File: src/rtl/div_sequential.sv
// -----------------------------------------------------------------------------
// div_sequential
//
// Multi-cycle signed integer divider. The magnitudes of the operands are
// divided with an unsigned restoring algorithm (one quotient bit per clock,
// MSB first), then the signs are applied in a final fix-up cycle.
//
// Latency from the accepting edge to the done pulse:
//   NW + 1 cycles for a normal division, 1 cycle for a divide by zero.
//
// Quotient truncates toward zero. The remainder takes the dividend's sign and
// satisfies |r| < |b|.
//
// Configuration macro:
//   DIV_SAT_EN  defined   -> overflow (most-negative / -1) returns the
//                            saturated value 2^(NW-1)-1
//               undefined -> overflow returns the wrapped value -2^(NW-1)
//
// Parameters:
//   NW  dividend / quotient width (>= 2)
//   DW  divisor / remainder width (2..NW)
//
// Ports:
//   clk    in   1   clock, rising edge
//   rst    in   1   asynchronous reset, active high
//   start  in   1   request pulse, accepted only while busy = 0 in IDLE
//   a_in   in   NW  signed dividend, sampled on the accepting edge
//   b_in   in   DW  signed divisor, sampled on the accepting edge
//   busy   out  1   high while the iteration is running
//   done   out  1   one-cycle pulse, results valid from this cycle on
//   q_out  out  NW  signed quotient, held until the next done
//   r_out  out  DW  signed remainder, held until the next done
//   dz     out  1   divide-by-zero flag, updated with done
//   ovf    out  1   overflow flag, updated with done
// -----------------------------------------------------------------------------
module div_sequential #(
    parameter int NW = 32,
    parameter int DW = 32
) (
    input  logic          clk,
    input  logic          rst,
    input  logic          start,
    input  logic [NW-1:0] a_in,
    input  logic [DW-1:0] b_in,
    output logic          busy,
    output logic          done,
    output logic [NW-1:0] q_out,
    output logic [DW-1:0] r_out,
    output logic          dz,
    output logic          ovf
);

    localparam int CW = $clog2(NW + 1);

    localparam logic [NW-1:0] NEG_MIN = {1'b1, {(NW-1){1'b0}}};
    localparam logic [NW-1:0] POS_MAX = {1'b0, {(NW-1){1'b1}}};

    typedef enum logic [1:0] {
        IDLE,
        CALC,
        FIX
    } state_t;

    state_t        state;

    // Dividend magnitude shifts out of the top while quotient bits shift in
    // at the bottom, so after NW steps this register holds |q|.
    logic [NW-1:0] a_sh;
    logic [DW-1:0] b_abs;
    logic [DW-1:0] rem;
    logic [CW-1:0] cnt;
    logic          sign_a;
    logic          sign_b;
    logic          dz_pend;
    logic          ovf_pend;

    // Combinational datapath
    logic [NW-1:0] a_mag;
    logic [DW-1:0] b_mag;
    logic [DW:0]   part_rem;
    logic [DW-1:0] diff;
    logic          ge;
    logic [DW-1:0] rem_next;
    logic [NW-1:0] q_signed;
    logic [DW-1:0] r_signed;

    // NOTE: every signal written in always_comb gets a value on every path
    // (here unconditionally); a missing assignment would infer a latch.
    always_comb begin
        // Two's-complement negate; the most-negative value maps onto its
        // correct unsigned magnitude 2^(W-1).
        a_mag    = a_in[NW-1] ? -a_in : a_in;
        b_mag    = b_in[DW-1] ? -b_in : b_in;

        // Partial remainder is one bit wider than the divisor, so shifting in
        // the next dividend bit cannot overflow even when |b| = 2^(DW-1).
        part_rem = {rem, a_sh[NW-1]};
        ge       = (part_rem >= {1'b0, b_abs});
        // When ge is set the true difference is below |b| and fits DW bits.
        diff     = part_rem[DW-1:0] - b_abs;
        rem_next = ge ? diff : part_rem[DW-1:0];

        q_signed = (sign_a ^ sign_b) ? -a_sh : a_sh;
        r_signed = sign_a ? -rem : rem;
    end

    // NOTE: all sequential state uses non-blocking assignments so every
    // register samples the pre-edge values regardless of statement order.
    always_ff @(posedge clk or posedge rst) begin
        if (rst) begin
            state    <= IDLE;
            busy     <= 1'b0;
            done     <= 1'b0;
            q_out    <= '0;
            r_out    <= '0;
            dz       <= 1'b0;
            ovf      <= 1'b0;
            a_sh     <= '0;
            b_abs    <= '0;
            rem      <= '0;
            cnt      <= '0;
            sign_a   <= 1'b0;
            sign_b   <= 1'b0;
            dz_pend  <= 1'b0;
            ovf_pend <= 1'b0;
        end else begin
            done <= 1'b0;

            case (state)
                IDLE: begin
                    if (start) begin
                        a_sh     <= a_mag;
                        b_abs    <= b_mag;
                        sign_a   <= a_in[NW-1];
                        sign_b   <= b_in[DW-1];
                        rem      <= '0;
                        cnt      <= CW'(NW);
                        dz_pend  <= (b_in == '0);
                        ovf_pend <= (a_in == NEG_MIN) && (b_in == '1);
                        if (b_in == '0) begin
                            // No iteration needed; resolve in the next cycle.
                            state <= FIX;
                        end else begin
                            busy  <= 1'b1;
                            state <= CALC;
                        end
                    end
                end

                CALC: begin
                    rem  <= rem_next;
                    a_sh <= {a_sh[NW-2:0], ge};
                    cnt  <= cnt - 1'b1;
                    if (cnt == CW'(1)) begin
                        // Last quotient bit lands on this edge.
                        busy  <= 1'b0;
                        state <= FIX;
                    end
                end

                FIX: begin
                    done  <= 1'b1;
                    state <= IDLE;
                    if (dz_pend) begin
                        q_out <= '1;
                        r_out <= '0;
                        dz    <= 1'b1;
                        ovf   <= 1'b0;
                    end else if (ovf_pend) begin
`ifdef DIV_SAT_EN
                        q_out <= POS_MAX;
`else
                        q_out <= NEG_MIN;
`endif
                        r_out <= '0;
                        dz    <= 1'b0;
                        ovf   <= 1'b1;
                    end else begin
                        q_out <= q_signed;
                        r_out <= r_signed;
                        dz    <= 1'b0;
                        ovf   <= 1'b0;
                    end
                end

                default: begin
                    busy  <= 1'b0;
                    state <= IDLE;
                end
            endcase
        end
    end

endmodule

File: config.mk
export PLATFORM = sky130hd
export DESIGN_NAME = div_sequential
export DESIGN_NICKNAME = d
export VERILOG_FILES = /design/src/rtl/div_sequential.sv
export SDC_FILE = /design/constraint.sdc
export NUM_CORES = 1
export LEC_CHECK = 0
export ABC_AREA = 0
export CORE_MARGIN = 3
export CORE_UTILIZATION = 50
export CTS_BUF_LIST = sky130_fd_sc_hd__clkbuf_2 sky130_fd_sc_hd__clkbuf_4 sky130_fd_sc_hd__clkbuf_8
export CTS_CLUSTER_DIAMETER = 40
export DETAILED_ROUTE_END_ITERATION = 8
export PLACE_DENSITY = 0.78
export SYNTH_ARGS = -nofsm -noshare
export SYNTH_HDL_FRONTEND = slang
export SYNTH_SLANG_ARGS = --single-unit
File: constraint.sdc
create_clock -name clk -period 5.9 [get_ports clk]
set_clock_uncertainty 0.05 [all_clocks]
set_input_delay 1.475 -clock clk [delete_from_list [all_inputs] [get_ports clk]]
set_output_delay 1.475 -clock clk [all_outputs]
set_load 0.02 [all_outputs]
Yosys cells after proc, flatten, opt, wreduce, memory -nomap -nowiden
Index checks and enable logic that the tools add are counted.
{"block": "op_classes", "add_sub_neg": 6, "magnitude_cmp": 1, "eq_ne": 8, "n_mux": 27, "bitwise_logic": 2, "n_reduce_logical": 8}
{"cell": "$mux 32", "count": 11}
{"cell": "$neg 32->32", "count": 4}
{"cell": "$pmux 32 s2", "count": 2}
{"cell": "$eq 32x32->1 const B", "count": 2}
{"cell": "$ge 33x32->1", "count": 1}
{"cell": "$logic_not 32->1", "count": 1}
{"cell": "$sub 32x32->32", "count": 1}
{"cell": "$pmux 6 s2", "count": 1}
{"cell": "$mux 1", "count": 7}
{"cell": "$eq 6x1->1 const B", "count": 1}
{"cell": "$mux 2", "count": 3}
{"cell": "$mux 6", "count": 1}
{"cell": "$ne 2x2->1 const B", "count": 3}
{"cell": "$reduce_and 2->1", "count": 3}
{"cell": "$sub 6x1->6 const B", "count": 1}
{"cell": "$pmux 2 s2", "count": 1}
{"cell": "$reduce_and 4->1", "count": 1}
{"cell": "$pmux 1 s3", "count": 1}
{"cell": "$eq 2x1->1 const B", "count": 1}
{"cell": "$eq 2x2->1 const B", "count": 1}
{"cell": "$logic_not 2->1", "count": 1}
{"cell": "$reduce_bool 2->1", "count": 1}
{"cell": "$logic_and 1x1->1", "count": 1}
{"cell": "$not 1->1", "count": 1}
{"cell": "$xor 1x1->1", "count": 1}
{"block": "word_totals", "register_bits": 176, "out_inout_bits": 68}

Depth between registers and ports, before layout
{"block": "logic_depth", "word_depth": 4, "ltp_mapped": 13, "ltp_nobuf": 12}

Worst setup path after synthesis
No wires, ideal clock.
{"block": "synth_timing", "path_type": "in2reg", "from": "in a_in[12]", "to": "reg a_sh[21]", "arrival_ns": 3.617, "required_ns": 5.724, "setup_slack_ns": 2.107, "stages": 8, "path_buffers": 0, "cell_sequence": "or4_4 > or3_1 > or3_4 > or2_1 > o41ai_2 > xor2_1 > nor4b_1 > a221o_1"}
{"block": "synth_between", "elab_chain_cells": 4}
{"element": "from (decl)", "line": "43", "text": "input logic [NW-1:0] a_in,"}
{"element": "$neg 32->32", "line": "92", "text": "a_mag = a_in[NW-1] ? -a_in : a_in;"}
{"element": "$mux 32", "line": "92"}
{"element": "$mux 32", "line": "131", "text": "if (start) begin"}
{"element": "$pmux 32 s2", "line": "129", "text": "case (state)"}
{"element": "to (signal assigned)", "line": "132", "text": "a_sh <= a_mag;"}
{"element": "to (signal assigned)", "line": "152", "text": "a_sh <= {a_sh[NW-2:0], ge};"}
{"element": "to (decl)", "line": "68", "text": "logic [NW-1:0] a_sh;"}
No other way between the ends. The select of a mux whose other input is x is not followed.
A chain may end at the register's enable or synchronous reset.

Worst setup path in the final report
{"block": "layout_timing", "from": "reg a_sh[31]", "to": "reg rem[26]"}
{"block": "layout_between", "elab_chain_cells": 3}
{"element": "$sub 32x32->32 / $ge 33x32->1 (equally long branches)", "line": "100, 98"}
{"element": "$mux 32 (*)", "line": "101", "text": "rem_next = ge ? diff : part_rem[DW-1:0];"}
{"element": "$pmux 32 s2 (*)", "line": "129"}
{"element": "to (signal assigned)", "line": "151", "text": "rem <= rem_next;"}
{"element": "to (decl)", "line": "70", "text": "logic [DW-1:0] rem;"}
Mark *: on every way between the ends. The rest lies on a longest branch, timed or not.

==> metrics <==
status=finished clean; Post-CTS Setup Bufs=0; sequential-to-total area share from yosys stat=0.3763; GRT Total Usage=0.2427; Final setup viols=0; first-pass GRT wire length=51.14 mm; cts bufs inserted=17; final instance area=13690 sq um; GPL Wtd Cong=1.038; Required @ worst endpoint=6.20 ns; Starting Density=0.5122; mux share of post-synthesis cell area=0.001711; largest stage delay on the critical path=0.81 ns; crit path cell chain=inv_1 -> ha_1 -> inv_1 -> fa_1 -> a21o_1 -> a221oi_1 -> a221oi_1 -> a2111oi_0 -> o31ai_1 -> xor2_1 -> nand4_1 -> o311ai_0; Post-synth EDFFs=0; measured slew at the worst slew-check pin=1.257 ns; Post-Synth Simple-Gate Area=0.1750; TritonCTS Sinks=176; via count=10740; crit start category=flop; Power Internal=0.004176 W; Clock power frac=0.104; cell family with most CP delay=compound AO/OA/AOI/OAI gates; area delta synth->final=16.98%; Synth Instances=1363; Core Box Area=22850 sq um; Layout Utilization=0.5992; Final Hold Vio Count=0; Final min period=4.106 ns; crit path capture type=flop; Synth Cell Area=11700 sq um; sw frac=0.4955; Fmax=243.6 MHz; switching pwr=0.004102 W; root buffer cell=clkbuf_8; antenna-violating nets left=0; TritonCTS clock tree=done; XOR/XNOR Fraction of Synth Area=0.1085; Setup Crit Path Kind=reg -> reg; die area=25280 sq um; H-tree lvl count=4; CTS clock-pin slew for the worst setup and hold paths=0.10 ns; Synth Register Bits=176; Residual DRC=0; # rows=55; Syn Nets=1470; ys async rst share=1.000; # resized after CTS=0; fraction of layout cells with a size suffix above 1=0.04654; headroom to the max-slew limit=0.1614; Comb pwr share=0.616; I/O pin count=135; initial antenna violation count=2; worst vdd ir=0.0002494 V; Syn. warnings=0; WL/cell=17.74 um; dpl cells=1742; Hold WC Path Type=reg -> reg; Post-Synth Adder-Cell Area=0.04341; Compound-Gate Fraction of Synth Area=0.2482; crit path max fanout=6; crit path DAT=4.40 ns; fin cells=1776; drt initial violations=1044; Max Slew Vio Count=0; sequential share of power=0.281; Initial DRT Pass Iterations=6; largest net degree at the start of global routing=147; RSZ-0062 raised after global routing=no; DP Wirelength=23.59 mm; leakage=5.629 nW; syn_area_per_cell=8.586 sq um; ys flop type=dfrtp_1; WL final=31.50 mm; Longest Clk Path Bufs=2; Placed Area=13260 sq um; PD cells=604.7 nW/um^2; Crit path buffers/inverters=2; slowest CP cell=a221oi_1; nets=1555; vias per std cell=6.048; vias in the first global route=9924; input/output buffers=134; Sum Neg Setup Slack=0 ns; Final period util=0.6959; grt total ovfl=0; Max Cap Viol=0; Clock Latency Late Sink=0.47 ns; Die Y=159.0 um; Die X=159.0 um; largest family of logic cells by synthesized area=compound AO/OA/AOI/OAI gates; Synth cell types=71; number of hold buffers added after cts=0
## cells in the final DEF (no fill, tap or decap), drive strengths merged, types with 7 or more instances in the layout
cell / synthesis / final
o31ai: 31 / 31
nand3: 17 / 17
nor2: 63 / 63
o22ai: 8 / 8
and2: 7 / 7
a22oi: 25 / 25
o21ai: 141 / 141
a21oi: 101 / 101
and3: 8 / 8
nand2b: 11 / 11
inv: 62 / 66
nand2: 170 / 170
o211ai: 18 / 18
nand4: 28 / 28
nor4: 19 / 19
clkbuf: 70 / 17
or4: 11 / 11
a22o: 33 / 33
or3: 13 / 13
clkinv: 0 / 9
xnor2: 83 / 83
o311ai: 9 / 9
buf: 11 / 13
a31oi: 10 / 10
a221o: 13 / 13
o41ai: 15 / 15
nor3: 24 / 24
dfrtp: 176 / 176
xor2: 62 / 62
a21o: 12 / 12
ha: 39 / 39
clkdlybuf4s50: 0 / 134
## power groups by stage
stage                     combinational [W]  sequential, W  clock [W]
after floorplan                     0.00352        0.00234          0
after global placement              0.00493        0.00230          0
after detailed placement            0.00501        0.00233          0
after CTS                           0.00504        0.00230   0.000872
after global routing                0.00562        0.00238   0.000919
final                               0.00510        0.00232   0.000859
## stage by stage
step	hold WS, ns	total power [W]	setup slack (ns)
detailed placement	0.4176	0.007336	1.458
finish	0.4369	0.008279	1.794
global route	0.4624	0.008926	1.505
global placement	0.4082	0.007229	1.487
floorplan	0.3998	0.005863	2.107
CTS	0.4432	0.008213	1.840
## sequential cells by signal (all words and copies together), names as in the netlist
name	flops
a_sh	32
b_abs	32
q_out	32
r_out	32
rem	32
cnt	6
state	2
busy	1
done	1
dz	1
dz_pend	1
ovf	1
ovf_pend	1
sign_a	1
sign_b	1
## cells by family after synthesis
logic type,after synthesis
and+or+nand+nor,406
buffers and inverters,143
DFF,176
muxes,2
adders and majority gates,40
AOI/OAI and AO/OA,451
xor gates and xnor gates,145
## routing by layer
metal | vias up | GRT usage | part of all wire
li1 | 5149 | - | -
met1 | 5100 | 0.3651 | 0.48
met2 | 455 | 0.3559 | 0.43
met3 | 38 | 0.04553 | 0.077
met4 | 0 | 0.07481 | 0.021
met5 | - | 0 | 0
## cells in the mapped netlist (all sizes together) (5+ instances only)
master | count | area [sq um]
or4 | 11 | 93.84
o21bai | 6 | 45.04
o41ai | 15 | 138.9
nor2 | 63 | 236.5
and3 | 8 | 50.05
nand4 | 28 | 175.2
dfrtp | 176 | 4404
nor2b | 6 | 37.54
a22o | 33 | 289.0
o31ai | 31 | 232.7
o21ai | 141 | 705.7
a221o | 13 | 130.1
xnor2 | 83 | 727.0
xor2 | 62 | 543.0
ha | 39 | 488.0
nor4b | 5 | 58.80
a21o | 12 | 90.09
nor3 | 24 | 120.1
nand2 | 170 | 638.1
nand2b | 11 | 68.82
inv | 62 | 232.7
buf | 11 | 52.55
o211ai | 18 | 135.1
or3 | 13 | 86.33
a22oi | 25 | 187.7
a21oi | 101 | 509.2
clkbuf | 70 | 262.8
nand3 | 17 | 85.08
o22ai | 8 | 50.05
a31oi | 10 | 62.56
o311ai | 9 | 78.83
nor4 | 19 | 155.2
and2 | 7 | 43.80
## final timing paths
path,start,to,slack [ns],cells past startpoint
setup / recovery,a_sh[31],rem[26],1.79,12
hold / removal,b_abs[20],b_abs[20],0.44,2
setup reg to reg,a_sh[31],rem[26],1.79,12
hold reg to reg,b_abs[20],b_abs[20],0.44,2
max in group asynchronous,rst,b_abs[17],3.24,3
min in group asynchronous,rst,q_out[4],1.37,2
## layout make-up
class	count	area (sq um)
well taps	313	391.6
repair buffers	147	1451
multi-input cells	1044	6779
clock buffers	17	234.0
clock inverters	15	187.7
diodes	2	5.005
fillers	2010	9158
flip-flops and latches	176	4404
inverters	62	236.5
## worst min-delay path, cell delays in order (launching register included)
cell and delay (ns):
dfrtp_1 0.36, nand2_1 0.04, o21ai_0 0.06
Power figures use the tool's default switching activity.
==> variant: new RTL, same flow settings <==
The parameter `NW` goes from 32 to 64.
--- a/src/rtl/div_sequential.sv
+++ b/src/rtl/div_sequential.sv
@@ -34,7 +34,7 @@
 //   ovf    out  1   overflow flag, updated with done
 // -----------------------------------------------------------------------------
 module div_sequential #(
-    parameter int NW = 32,
+    parameter int NW = 64,
     parameter int DW = 32
 ) (
     input  logic          clk,
Interface: changed (resized a_in and q_out); port bits go from 135 to 199. No check against the original RTL was run, so the function may have changed too.
==> variant against the original RTL <==
- cell area grew 34%
- power shrank 3.8%
- area after synthesis grew 30%
- sequential cell count grew 65
- sequential share of layout area grew 0.65 points
- final cell count grew 31%
- routed wire length grew 49%
- critical path type is now in -> reg
- non-clock buffer count grew 67
- global-route usage grew 3.7 points
- worst setup slack lost 0.24 ns
==> variant: results (changes against the original RTL) <==
outcome: completed (unchanged)
R2R depth: 9 (was 12)
Max H-tree Level: 2 (was 4)
Syn Nets: 1,887 (was 1,470)
Placement Cell Area: 17,470 sq um (was 13,260 sq um)
DR vias: 14,250 (was 10,740)
initial antenna violation count: 0 (was 2)
ys flop type: dfrtp_1 (unchanged)
largest net degree at the start of global routing: 127 (was 147)
Post-Route WL: 46,970 microns (was 31,500 microns)
first-pass GRT wire length: 74,340 microns (was 51,140 microns)
DP Cell Count: 2,255 (was 1,742)
Seq/Total Area, Yosys: 0.3963 (was 0.3763)
worst-skew pair later-pin latency: 0.57 ns (was 0.47 ns)
crit-path max FO: 5 (was 6)
via/cell ratio: 6.111 (was 6.048)
layout cells sized above 1: 0.06746 (was 0.04654)
top post-synthesis cells by area: dfrtp_1 (40%), o21ai_0 (8.9%), xor2_1 (8.2%) (was dfrtp_1 (38%), xnor2_1 (6.2%), o21ai_0 (6.0%))
fin nets: 2,048 (was 1,555)
ant diodes: 0 (was 2)
worst slew pin tran: 1.228 ns (was 1.257 ns)
Place WS: 1.071 ns (was 1.458 ns)
Mapped Cells: 1,748 (was 1,363)
Synth top cells by count: o21ai_0 (272), dfrtp_1 (241), nand2_1 (193), xor2_1 (143), a21oi_1 (119) (was dfrtp_1 (176), nand2_1 (170), o21ai_0 (140), a21oi_1 (100), xnor2_1 (83))
1st-iter DRT viols: 1,424 (was 1,044)
post-DP HPWL: 35,280 microns (was 23,590 microns)
GPL Wtd Cong: 0.9940 (was 1.038)
Worst EP arrival: 4.66 ns (was 4.40 ns)
post-synth cell types: 70 (was 71)
total global-route track usage: 0.2800 (was 0.2427)
vias in the first global route: 13,490 (was 9,924)
number of buffers added on ports: 198 (was 134)
total CTS buffers: 42 (was 17)
Clock transition at path regs: 0.06 ns (was 0.10 ns)
Peak VDD IR: 215.0 uV (was 249.4 uV)
Lkg Pwr: 7.657 nW (was 5.629 nW)
[variant: logic make-up (layout without fill, tap and decap cells)]
logic type,Yosys count,in the layout,share of synthesized area
flops,241,241,0.3963
mux,17,17,0.01151
simple gates,465,465,0.1525
xor+xnor,210,210,0.1209
buf+inv,158,352,0.04087
compound gates,617,617,0.2445
fa+ha+maj,40,40,0.03338
[variant: worst paths after layout]
check	start	end	slack, ns
hold reg to reg	b_abs[15]	b_abs[15]	0.43
hold / removal	b_abs[15]	b_abs[15]	0.43
setup / recovery	a_in[10]	a_sh[62]	1.56
setup reg to reg	rem[0]	rem[0]	2.17
min in group asynchronous	rst	r_out[27]	1.34
max in group asynchronous	rst	cnt[1]	3.34
[variant: critical path, cell delays in order]
cell and delay [ns]:
clkdlybuf4s50_1 0.46, or4_4 0.65, nor4b_4 0.39, nand4b_2 0.23
or3_4 0.43, or3_4 0.43, o41ai_2 0.33, xor2_1 0.19
a21oi_1 0.08
[variant: area by class of cell]
type,count,area [sq um]
Fill cell,2574,11420
Multi-Input combinational cell,1349,8606
Sequential cell,241,6031
Timing Repair Buffer,214,2110
Clock buffer,69,855.8
Tap cell,390,488.0
Inverter,61,232.7
Clock inverter,8,50.05
[variant: metrics by stage]
stage | util | hold WS [ns]
after detailed placement | 0.5862 | 0.4182
final | 0.6166 | 0.4264
after global placement | 0.5862 | 0.4099
after global routing | 0.6166 | 0.4491
after CTS | 0.6166 | 0.4323
after floorplan | - | 0.3932
[variant: where the power goes]
group          internal, mW  switching, mW
clock network         0.919          0.695
registers              2.02          0.660
logic                  1.58           2.09
total                  4.52           3.45
[variant: layer usage]
metal  part of all wire  vias up  GRT usage
met5                  0        -          0
li1                   -     6698          -
met3               0.10       82    0.06944
met2               0.43      679     0.4079
met1               0.45     6793     0.4163
met4              0.024        0    0.07676
